===== src/rtl/led_fader_if.sv =====
// Bundle of the LED fader's enable, target levels and LED drive outputs.
// The master side drives the targets; the fader is the slave.
interface led_fader_if #(
    parameter int CH = 4
) ();
  logic          en;
  logic [CH-1:0] led_in;
  logic [CH-1:0] pwm_out;
  logic [CH-1:0] settled;
  logic          frame_pulse;

  modport master (output en, output led_in, input pwm_out, input settled, input frame_pulse);
  modport slave  (input en, input led_in, output pwm_out, output settled, output frame_pulse);
endinterface


===== src/rtl/led_fader.sv =====
// Per-channel PWM LED driver whose duty ramps toward full-on or full-off.
// Hard on/off changes on led_in therefore become fades.
module led_fader #(
    parameter int CH       = 4,
    parameter int PWM_BITS = 8,
    parameter int STEP     = 16,
    parameter int FADE_DIV = 4096
) (
  input logic         clk,
  input logic         rst,
  led_fader_if.slave  bus
);
  localparam int MAX    = 2 ** PWM_BITS - 1;
  localparam int FDIV_W = (FADE_DIV > 1) ? $clog2(FADE_DIV) : 1;

  localparam logic [PWM_BITS-1:0] MAX_V     = PWM_BITS'(MAX);
  localparam logic [PWM_BITS:0]   MAX_WIDE  = (PWM_BITS + 1)'(MAX);
  localparam logic [PWM_BITS:0]   STEP_WIDE = (PWM_BITS + 1)'(STEP);
  localparam logic [FDIV_W-1:0]   FDIV_LAST = FDIV_W'(FADE_DIV - 1);

  typedef enum logic [1:0] {ST_OFF, ST_RISE, ST_ON, ST_FALL} state_t;

  logic [PWM_BITS-1:0] pwm_cnt_reg;
  logic [FDIV_W-1:0]   fdiv_reg;
  logic                frame_pulse_reg;
  logic                step_tick;

  assign step_tick = bus.en && (fdiv_reg == FDIV_LAST);

  // The PWM period is MAX slots so that duty == MAX is a constant high.
  always_ff @(posedge clk) begin
    if (rst) begin
      pwm_cnt_reg     <= '0;
      fdiv_reg        <= '0;
      frame_pulse_reg <= 1'b0;
    end else begin
      pwm_cnt_reg     <= (pwm_cnt_reg == MAX_V - 1'b1) ? '0 : pwm_cnt_reg + 1'b1;
      frame_pulse_reg <= (pwm_cnt_reg == MAX_V - 1'b1);
      if (bus.en) begin
        fdiv_reg <= (fdiv_reg == FDIV_LAST) ? '0 : fdiv_reg + 1'b1;
      end
    end
  end

  assign bus.frame_pulse = frame_pulse_reg;

  generate
    for (genvar gi = 0; gi < CH; gi++) begin : g_ch
      logic [PWM_BITS-1:0] duty_reg;
      logic [PWM_BITS-1:0] duty_next;
      logic [PWM_BITS:0]   duty_sum;
      state_t              state_reg;
      state_t              state_next;
      logic                pwm_bit_reg;
      logic                settled_bit_reg;
      logic                settled_comb;

      // State register together with the duty it tracks.
      always_ff @(posedge clk) begin
        if (rst) begin
          state_reg       <= ST_OFF;
          duty_reg        <= '0;
          pwm_bit_reg     <= 1'b0;
          settled_bit_reg <= 1'b1;
        end else begin
          state_reg       <= state_next;
          duty_reg        <= duty_next;
          pwm_bit_reg     <= (pwm_cnt_reg < duty_reg);
          settled_bit_reg <= settled_comb;
        end
      end

      // Saturating step; direction comes from led_in, not from the state.
      always_comb begin
        duty_sum   = {1'b0, duty_reg} + STEP_WIDE;
        duty_next  = duty_reg;
        state_next = state_reg;
        if (step_tick) begin
          if (bus.led_in[gi]) begin
            duty_next = (duty_sum > MAX_WIDE) ? MAX_V : duty_sum[PWM_BITS-1:0];
          end else begin
            duty_next = ({1'b0, duty_reg} >= STEP_WIDE) ?
                        duty_reg - STEP_WIDE[PWM_BITS-1:0] : '0;
          end
        end
        if (bus.led_in[gi]) begin
          state_next = (duty_next == MAX_V) ? ST_ON : ST_RISE;
        end else begin
          state_next = (duty_next == '0) ? ST_OFF : ST_FALL;
        end
      end

      always_comb begin
        settled_comb = (state_reg == ST_ON) || (state_reg == ST_OFF);
      end

      assign bus.pwm_out[gi] = pwm_bit_reg;
      assign bus.settled[gi] = settled_bit_reg;
    end
  endgenerate
endmodule


===== src/flat_wrapper.sv =====
// flat-port wrapper written by rule: the top's interface ports become plain ports
module led_fader_flat 
#(
    parameter int CH       = 4,
    parameter int PWM_BITS = 8,
    parameter int STEP     = 16,
    parameter int FADE_DIV = 4096
)
  (clk, rst, bus_en, bus_led_in, bus_pwm_out, bus_settled, bus_frame_pulse);
  led_fader_if #(.CH(CH)) bus_i ();
  input logic clk;
  input logic rst;
  input wire logic [$bits(bus_i.en)-1:0] bus_en;
  input wire logic [$bits(bus_i.led_in)-1:0] bus_led_in;
  output wire logic [$bits(bus_i.pwm_out)-1:0] bus_pwm_out;
  output wire logic [$bits(bus_i.settled)-1:0] bus_settled;
  output wire logic [$bits(bus_i.frame_pulse)-1:0] bus_frame_pulse;
  assign bus_i.en = bus_en;
  assign bus_i.led_in = bus_led_in;
  assign bus_pwm_out = bus_i.pwm_out;
  assign bus_settled = bus_i.settled;
  assign bus_frame_pulse = bus_i.frame_pulse;
  led_fader #(.CH(CH), .PWM_BITS(PWM_BITS), .STEP(STEP), .FADE_DIV(FADE_DIV)) u_core (.clk(clk), .rst(rst), .bus(bus_i));
endmodule

===== config.mk =====
export PLATFORM = sky130hd
export DESIGN_NAME = led_fader_flat
export DESIGN_NICKNAME = d
export VERILOG_FILES = /design/src/rtl/led_fader_if.sv /design/src/rtl/led_fader.sv /design/src/flat_wrapper.sv
export SDC_FILE = /design/constraint.sdc
export NUM_CORES = 1
export LEC_CHECK = 0
export CAP_MARGIN = 10
export CORE_MARGIN = 2
export CORE_UTILIZATION = 32
export DETAILED_ROUTE_END_ITERATION = 6
export PLACE_DENSITY = 0.55
export REMOVE_ABC_BUFFERS = 1
export SLEW_MARGIN = 20
export SYNTH_ARGS = -nofsm -noshare
export SYNTH_HDL_FRONTEND = slang
export SYNTH_SLANG_ARGS = --single-unit

===== constraint.sdc =====
create_clock -name clk -period 3.9 [get_ports clk]
set_input_delay 0.78 -clock clk [delete_from_list [all_inputs] [get_ports clk]]
set_output_delay 0.78 -clock clk [all_outputs]
set_load 0.01 [all_outputs]

==> parameters.txt, run 1 <==
Parameter                              Value

GRT
  Number of global-route vias before repair ... 3585
  GRT Residual Overflow ... 0
  Initial antenna violation count ... 0
  Maximum number of pins on one net before global-route repair ... 52
  Global-route usage over all layers ... 0.146
  Wire length of the first global-routing pass ... 17200 um

STA
  Maximum clock rate ... 315 MHz
  RSZ-0062 raised after global routing ... false
  Minimum clock period after layout ... 3.17 ns
  Final critical-path share of the clock period ... 0.813
  Worst rel slew slack ... 0.393
  Min Hold Slack ... 0.373 ns
  Final count of negative-setup-slack endpoints ... 0
  Setup_tns ... 0 ns
  Final critical-path setup slack ... 0.730 ns
  Clock skew after layout ... 0.00812 ns
  Final hold violation count ... 0
  Transition time at the pin with the least slew margin ... 0.902 ns
  Final count of pins violating max slew ... 0

Yosys
  Number of distinct library cells after synthesis ... 67
  Synth area leaders ... sky130_fd_sc_hd__dfxtp_1 (30%), sky130_fd_sc_hd__ha_1 (13%), sky130_fd_sc_hd__nor2_1 (4.1%)
  Post-synth EDFFs ... 0
  Most used flip-flop cell after synthesis ... sky130_fd_sc_hd__dfxtp_1
  Async S/R FF share, synth ... 0
  Commonest cells post-synth ... sky130_fd_sc_hd__dfxtp_1 (65), sky130_fd_sc_hd__nor2_1 (48), sky130_fd_sc_hd__ha_1 (47)
  Portion of synthesized cell area occupied by the leading cell type ... 0.298
  Most repeated cell in the gate-level netlist after synthesis ... sky130_fd_sc_hd__dfxtp_1
  Seq cells post-synth ... 65
  Mapped Avg Cell Area ... 8.25 um2
  Largest area contributor in the synthesized netlist ... sky130_fd_sc_hd__dfxtp_1
  Number of instances in the synthesized netlist ... 529
  Syn Std Cell Area ... 0.00436 mm2
  Yosys warning total ... 0
  Sequential-to-total area share from yosys stat ... 0.298

Worst setup path
  Endpoint class of the critical path ... flop
  Data arrival time at the worst-slack endpoint ... 3.39 ns
  Category of the most critical setup path ... in2reg
  Critical path fanouts, max ... 21
  Biggest cell delay along the critical path ... 0.61 ns
  Sequence of cells on the critical path ... clkdlybuf4s50_1 > nand3_2 > nor4_4 > buf_4 > a21oi_1 > nor4_1 > o221ai_1 > or4_1 > o21a_1
  Kind of cell adding the most delay to the critical path ... simple AND/OR/NAND/NOR gates
  Crit path buffers/inverters ... 2
  Critical path launch point type ... primary input
  Required time reported for the critical path endpoint ... 4.12 ns
  Crit-path slowest cell ... sky130_fd_sc_hd__clkdlybuf4s50_1

Clocking
  Clock latency at the later pin of the worst-skew pair ... 0.33 ns
  Root buffer selected by CTS ... sky130_fd_sc_hd__clkbuf_16
  Clock-pin slew on the worst setup and hold paths ... 0.05 ns
  Number of H-tree branching levels ... 3
  Number of sinks driven by the clock tree ... 65
  Clock buffers created by TritonCTS ... 9
  Gates resized, CTS repair ... 0
  CTS tree ... built
  Deepest clock path buffer count ... 2
  Number of buffers added to fix hold violations after cts ... 0
  Post-CTS Setup Bufs ... 0

Routing
  Vias post-DR ... 3693
  Average detailed-routed wire length per instance ... 13.8 um
  DRT antenna net count ... 0
  Final wirelength ... 9810 um
  Drc violations ... 0
  Via/cell ratio ... 5.19
  Number of DRC violations after detailed-routing iteration 0 ... 257
  Detailed Routing Iterations Pass 1 ... 5

Power and ir drop
  Maximum ir drop on the vdd rail ... 0.191 mV
  LEAKAGE ... 0.00188 uW
  Power per standard cell area ... 322 mW/mm2

Floorplan
  Number of standard-cell rows in the floorplan ... 42
  Floorplan die width ... 121 um
  Total die area ... 0.0146 mm2
  I/O pin count ... 16
  Core region area ... 0.0133 mm2
  Y dimension of the die ... 121 um
  Starting Density ... 0.328

Final layout
  Multi-input combinational cell area ... 0.00272 mm2
  Fill cell total of the finished layout ... 1351
  Area Overhead vs Synth ... 11.7%
  Non-filler instance count after layout ... 711
  FF+latch area ... 0.00130 mm2
  Max reg flops ... 32
  Post-route core utilization ... 0.367
  Antenna diode count ... 0
  Net total in the final layout ... 584
  Fraction of layout instances using a drive strength above 1 ... 0.0673

Placement
  Placed cells ... 695
  Setup slack after placement ... 0.389 ns
  Final HPWL DP ... 7010 um
  Placer Congestion ... 0.860
  Count of port buffers added during placement ... 15

Status
  Outcome ... complete, no violations

Min path
  Kind of path behind the tightest hold check ... reg2reg

Flow run
  Max Cap Violations ... 0
layer usage:
layer / wire (um) / global-route usage / up-vias
met1: 4830 / 0.194 / 1714
met3: 290 / 0.0274 / 16
met4: 186 / 0.0596 / 0
met2: 4510 / 0.232 / 62
li1: - / - / 1901
met5: 0 / 0 / -
cell type report:
| cell class | instances | area share |
|---|---|---|
| Clock buffer | 14 | 0.0583 |
| Clock inverter | 2 | 0.00205 |
| Inverter | 38 | 0.0293 |
| Multi-Input combinational cell | 394 | 0.558 |
| Sequential cell | 65 | 0.267 |
| Tap cell | 176 | 0.0452 |
| Timing Repair Buffer | 22 | 0.0406 |
cells by family (layout without fill, tap and decap cells):
logic type / Yosys count / count (layout) / synth area share
AND/OR/NAND/NOR: 202 / 202 / 0.248
AO/OA/AOI/OAI: 125 / 125 / 0.200
buffers and inverters: 70 / 76 / 0.0786
flip-flops: 65 / 65 / 0.298
adder cells (fa/ha/maj): 47 / 47 / 0.135
XOR/XNOR: 19 / 19 / 0.0382
multiplexers: 1 / 1 / 0.00229
through the flow:
| stage | cell area (um2) | total power [uW] |
|---|---|---|
| after floorplan | 4160 | 754 |
| after global placement | 4580 | 800 |
| after detailed placement | 4580 | 802 |
| after CTS | 4870 | 1590 |
| after global routing | 4870 | 1640 |
| final | 4870 | 1570 |
worst register-to-register path: stages, from the launching register on:
cell and delay [ns]:
sky130_fd_sc_hd__dfxtp_1 0.55, sky130_fd_sc_hd__inv_1 0.21, sky130_fd_sc_hd__ha_1 0.36, sky130_fd_sc_hd__nor4bb_1 0.22
sky130_fd_sc_hd__o2111ai_1 0.14, sky130_fd_sc_hd__a2111o_1 0.52, sky130_fd_sc_hd__o41ai_2 0.08, sky130_fd_sc_hd__o2111ai_1 0.15
sky130_fd_sc_hd__or3_1 0.32, sky130_fd_sc_hd__o21a_1 0.17
where the power goes:
group / internal [uW] / total (uW) / switching [uW]
combinational: 48.4 / 99.8 / 51.3
clock: 497 / 780 / 283
sequential: 677 / 687 / 9.96
total: 1220 / 1570 / 344
path summary, 6_finish.rpt:
kind	from	endpoint	slack (ns)	cells past startpoint
setup / recovery	bus_en	u_core.g_ch[1].state_reg[0]	0.73	9
hold reg to reg	u_core.g_ch[3].state_reg[0]	u_core.g_ch[3].settled_bit_reg	0.37	1
setup reg to reg	u_core.g_ch[0].duty_reg[4]	u_core.g_ch[0].state_reg[0]	1.07	9
hold / removal	u_core.g_ch[3].state_reg[0]	u_core.g_ch[3].settled_bit_reg	0.37	1
cell usage in the layout (no fill, tap or decap), types with 6 or more instances in the layout:
cell type	netlist	routed
sky130_fd_sc_hd__xor2_1	9	9
sky130_fd_sc_hd__a21o_1	9	9
sky130_fd_sc_hd__nand2_1	43	43
sky130_fd_sc_hd__nand4_1	8	8
sky130_fd_sc_hd__ha_1	47	47
sky130_fd_sc_hd__nand3_1	12	12
sky130_fd_sc_hd__o21ai_0	22	22
sky130_fd_sc_hd__clkdlybuf4s50_1	0	14
sky130_fd_sc_hd__and2_1	6	6
sky130_fd_sc_hd__nor4_1	15	15
sky130_fd_sc_hd__dfxtp_1	65	65
sky130_fd_sc_hd__nor2_1	48	48
sky130_fd_sc_hd__nor3_1	23	23
sky130_fd_sc_hd__xnor2_1	10	10
sky130_fd_sc_hd__a21oi_1	35	35
sky130_fd_sc_hd__inv_1	37	37
sky130_fd_sc_hd__nor2b_1	10	10
sky130_fd_sc_hd__clkbuf_16	0	9
sky130_fd_sc_hd__a211o_1	7	7
sky130_fd_sc_hd__buf_4	11	7
sky130_fd_sc_hd__o211a_1	6	6
sky130_fd_sc_hd__nand2b_1	9	9
(Power assumes the default switching activity.)
==> run 2: changes to the inputs <==
clock period = 2.94 ns   (was 3.9 ns; I/O delays follow)
==> parameters.txt, run 2 (synthesis gave the netlist of run 1 again) <==
Parameter                              Value

Status
  Outcome ... complete, no violations

STA
  Maximum clock rate ... 373 MHz
  RSZ-0062 raised after global routing ... false
  Clock skew after layout ... 0.00940 ns (+0.00128 ns)
  Minimum clock period after layout ... 2.68 ns
  Final critical-path share of the clock period ... 0.911
  Min Hold Slack ... 0.370 ns (-0.00357 ns)
  Final count of pins violating max slew ... 0 (unchanged)
  Final hold violation count ... 0 (unchanged)
  Setup_tns ... 0 ns (unchanged)
  Final count of negative-setup-slack endpoints ... 0 (unchanged)
  Transition time at the pin with the least slew margin ... 0.662 ns (-0.241 ns)
  Worst rel slew slack ... 0.559 (+0.166)

Clocking
  Gates resized, CTS repair ... 0 (unchanged)
  Number of sinks driven by the clock tree ... 65 (unchanged)
  Number of H-tree branching levels ... 3 (unchanged)
  Number of buffers added to fix hold violations after cts ... 0 (unchanged)
  Deepest clock path buffer count ... 2 (unchanged)
  CTS tree ... built
  Clock buffers created by TritonCTS ... 9 (unchanged)
  Clock-pin slew on the worst setup and hold paths ... 0.06 ns (about the same)
  Post-CTS Setup Bufs ... 0 (unchanged)
  Clock latency at the later pin of the worst-skew pair ... 0.34 ns (about the same)
  Root buffer selected by CTS ... sky130_fd_sc_hd__clkbuf_16

Worst setup path
  Critical path launch point type ... primary input
  Required time reported for the critical path endpoint ... 3.17 ns (-0.95 ns)
  Biggest cell delay along the critical path ... 0.51 ns (-0.10 ns)
  Crit path buffers/inverters ... 2 (unchanged)
  Critical path fanouts, max ... 7 (-67%)
  Sequence of cells on the critical path ... clkdlybuf4s50_1 > nand3_2 > nor4_4 > buf_4 > nand2_1 > o32a_1 > or4_1 > o211a_1
  Crit-path slowest cell ... sky130_fd_sc_hd__or4_1
  Data arrival time at the worst-slack endpoint ... 2.91 ns (-0.48 ns)
  Category of the most critical setup path ... in2reg
  Endpoint class of the critical path ... flop
  Kind of cell adding the most delay to the critical path ... simple AND/OR/NAND/NOR gates

Floorplan
  Total die area ... 0.0146 mm2 (unchanged)
  Y dimension of the die ... 121 um (unchanged)
  I/O pin count ... 16 (unchanged)
  Starting Density ... 0.328 (unchanged)
  Core region area ... 0.0133 mm2 (unchanged)
  Number of standard-cell rows in the floorplan ... 42 (unchanged)
  Floorplan die width ... 121 um (unchanged)

GRT
  Wire length of the first global-routing pass ... 17700 um (+3.2%)
  Initial antenna violation count ... 0 (unchanged)
  Global-route usage over all layers ... 0.149 (+0.00344)
  Maximum number of pins on one net before global-route repair ... 34 (-35%)
  GRT Residual Overflow ... 0 (unchanged)
  Number of global-route vias before repair ... 3643 (+1.6%)

Power and ir drop
  LEAKAGE ... 0.00202 uW (+7.8%)
  Power per standard cell area ... 434 mW/mm2 (+35%)
  Maximum ir drop on the vdd rail ... 0.237 mV (+24%)

Flow run
  Max Cap Violations ... 0 (unchanged)

Final layout
  Antenna diode count ... 0 (unchanged)
  Fill cell total of the finished layout ... 1319 (-2.4%)
  Post-route core utilization ... 0.386 (+0.0193)
  Area Overhead vs Synth ... 17.6%
  Net total in the final layout ... 612 (+4.8%)
  Max reg flops ... 32 (unchanged)
  Fraction of layout instances using a drive strength above 1 ... 0.115 (+0.0482)
  Leading cell type in the layout, fill and taps excluded ... sky130_fd_sc_hd__dfxtp_1
  Commonest cells after routing, fill and taps aside ... sky130_fd_sc_hd__dfxtp_1 (65), sky130_fd_sc_hd__nor2_1 (48), sky130_fd_sc_hd__ha_1 (47)

Routing
  Detailed Routing Iterations Pass 1 ... 6 (+1)
  DRT antenna net count ... 0 (unchanged)
  Number of DRC violations after detailed-routing iteration 0 ... 241 (-6.2%)
  Vias post-DR ... 3868 (+4.7%)
  Average detailed-routed wire length per instance ... 14.2 um (+2.8%)
  Drc violations ... 0 (unchanged)
  Via/cell ratio ... 5.23 (+0.77%)
  Final wirelength ... 10500 um (+6.9%)

Placement
  Count of port buffers added during placement ... 15 (unchanged)
  Placer Congestion ... 0.844 (-1.8%)
  Final HPWL DP ... 7690 um (+9.6%)

Min path
  Kind of path behind the tightest hold check ... reg2reg
-- run 2: metrics by stage --
stage	cell area, um2	instances	setup WS, ns	total power, uW
after floorplan	4160	497	-0.0952	1000
after global routing	5130	739	0.0978	2310
after detailed placement	4800	723	-0.0945	1070
final	5130	739	0.260	2230
after global placement	4800	723	-0.0899	1070
after CTS	5130	739	0.244	2260
-- run 2: layout make-up --
| class | count | area [um2] | share of cell area |
|---|---|---|---|
| Multi-Input combinational cell | 394 | 2720 | 0.530 |
| Sequential cell | 65 | 1300 | 0.254 |
| Timing Repair Buffer | 50 | 420 | 0.0820 |
| Clock buffer | 9 | 225 | 0.0439 |
| Tap cell | 176 | 220 | 0.0429 |
| Inverter | 38 | 143 | 0.0278 |
| Clock inverter | 7 | 103 | 0.0200 |
-- run 2: where the power goes --
part           leakage (uW)  total [uW]  internal (uW)  switching (uW)
sequential         0.000527         912            898            13.9
combinational       0.00134         139           69.2            70.2
clock              0.000157        1180            750             425
-- run 2: path summary, 6_finish.rpt --
path / to / cells after the start / from / slack [ns]
min reg2reg: u_core.g_ch[0].settled_bit_reg / 1 / u_core.g_ch[0].state_reg[0] / 0.37
min: u_core.g_ch[0].settled_bit_reg / 1 / u_core.g_ch[0].state_reg[0] / 0.37
max: u_core.g_ch[3].state_reg[0] / 8 / bus_en / 0.26
max reg2reg: u_core.g_ch[3].state_reg[0] / 8 / u_core.g_ch[3].duty_reg[5] / 0.29
-- run 2: metal layers --
layer	part of all wire	wire length [um]	GRT usage	vias to the layer above
li1	-	-	-	1954
met1	0.48	5040	0.193	1840
met2	0.48	4990	0.248	61
met3	0.030	311	0.0307	13
met4	0.014	148	0.0487	0
met5	0	0	0	-
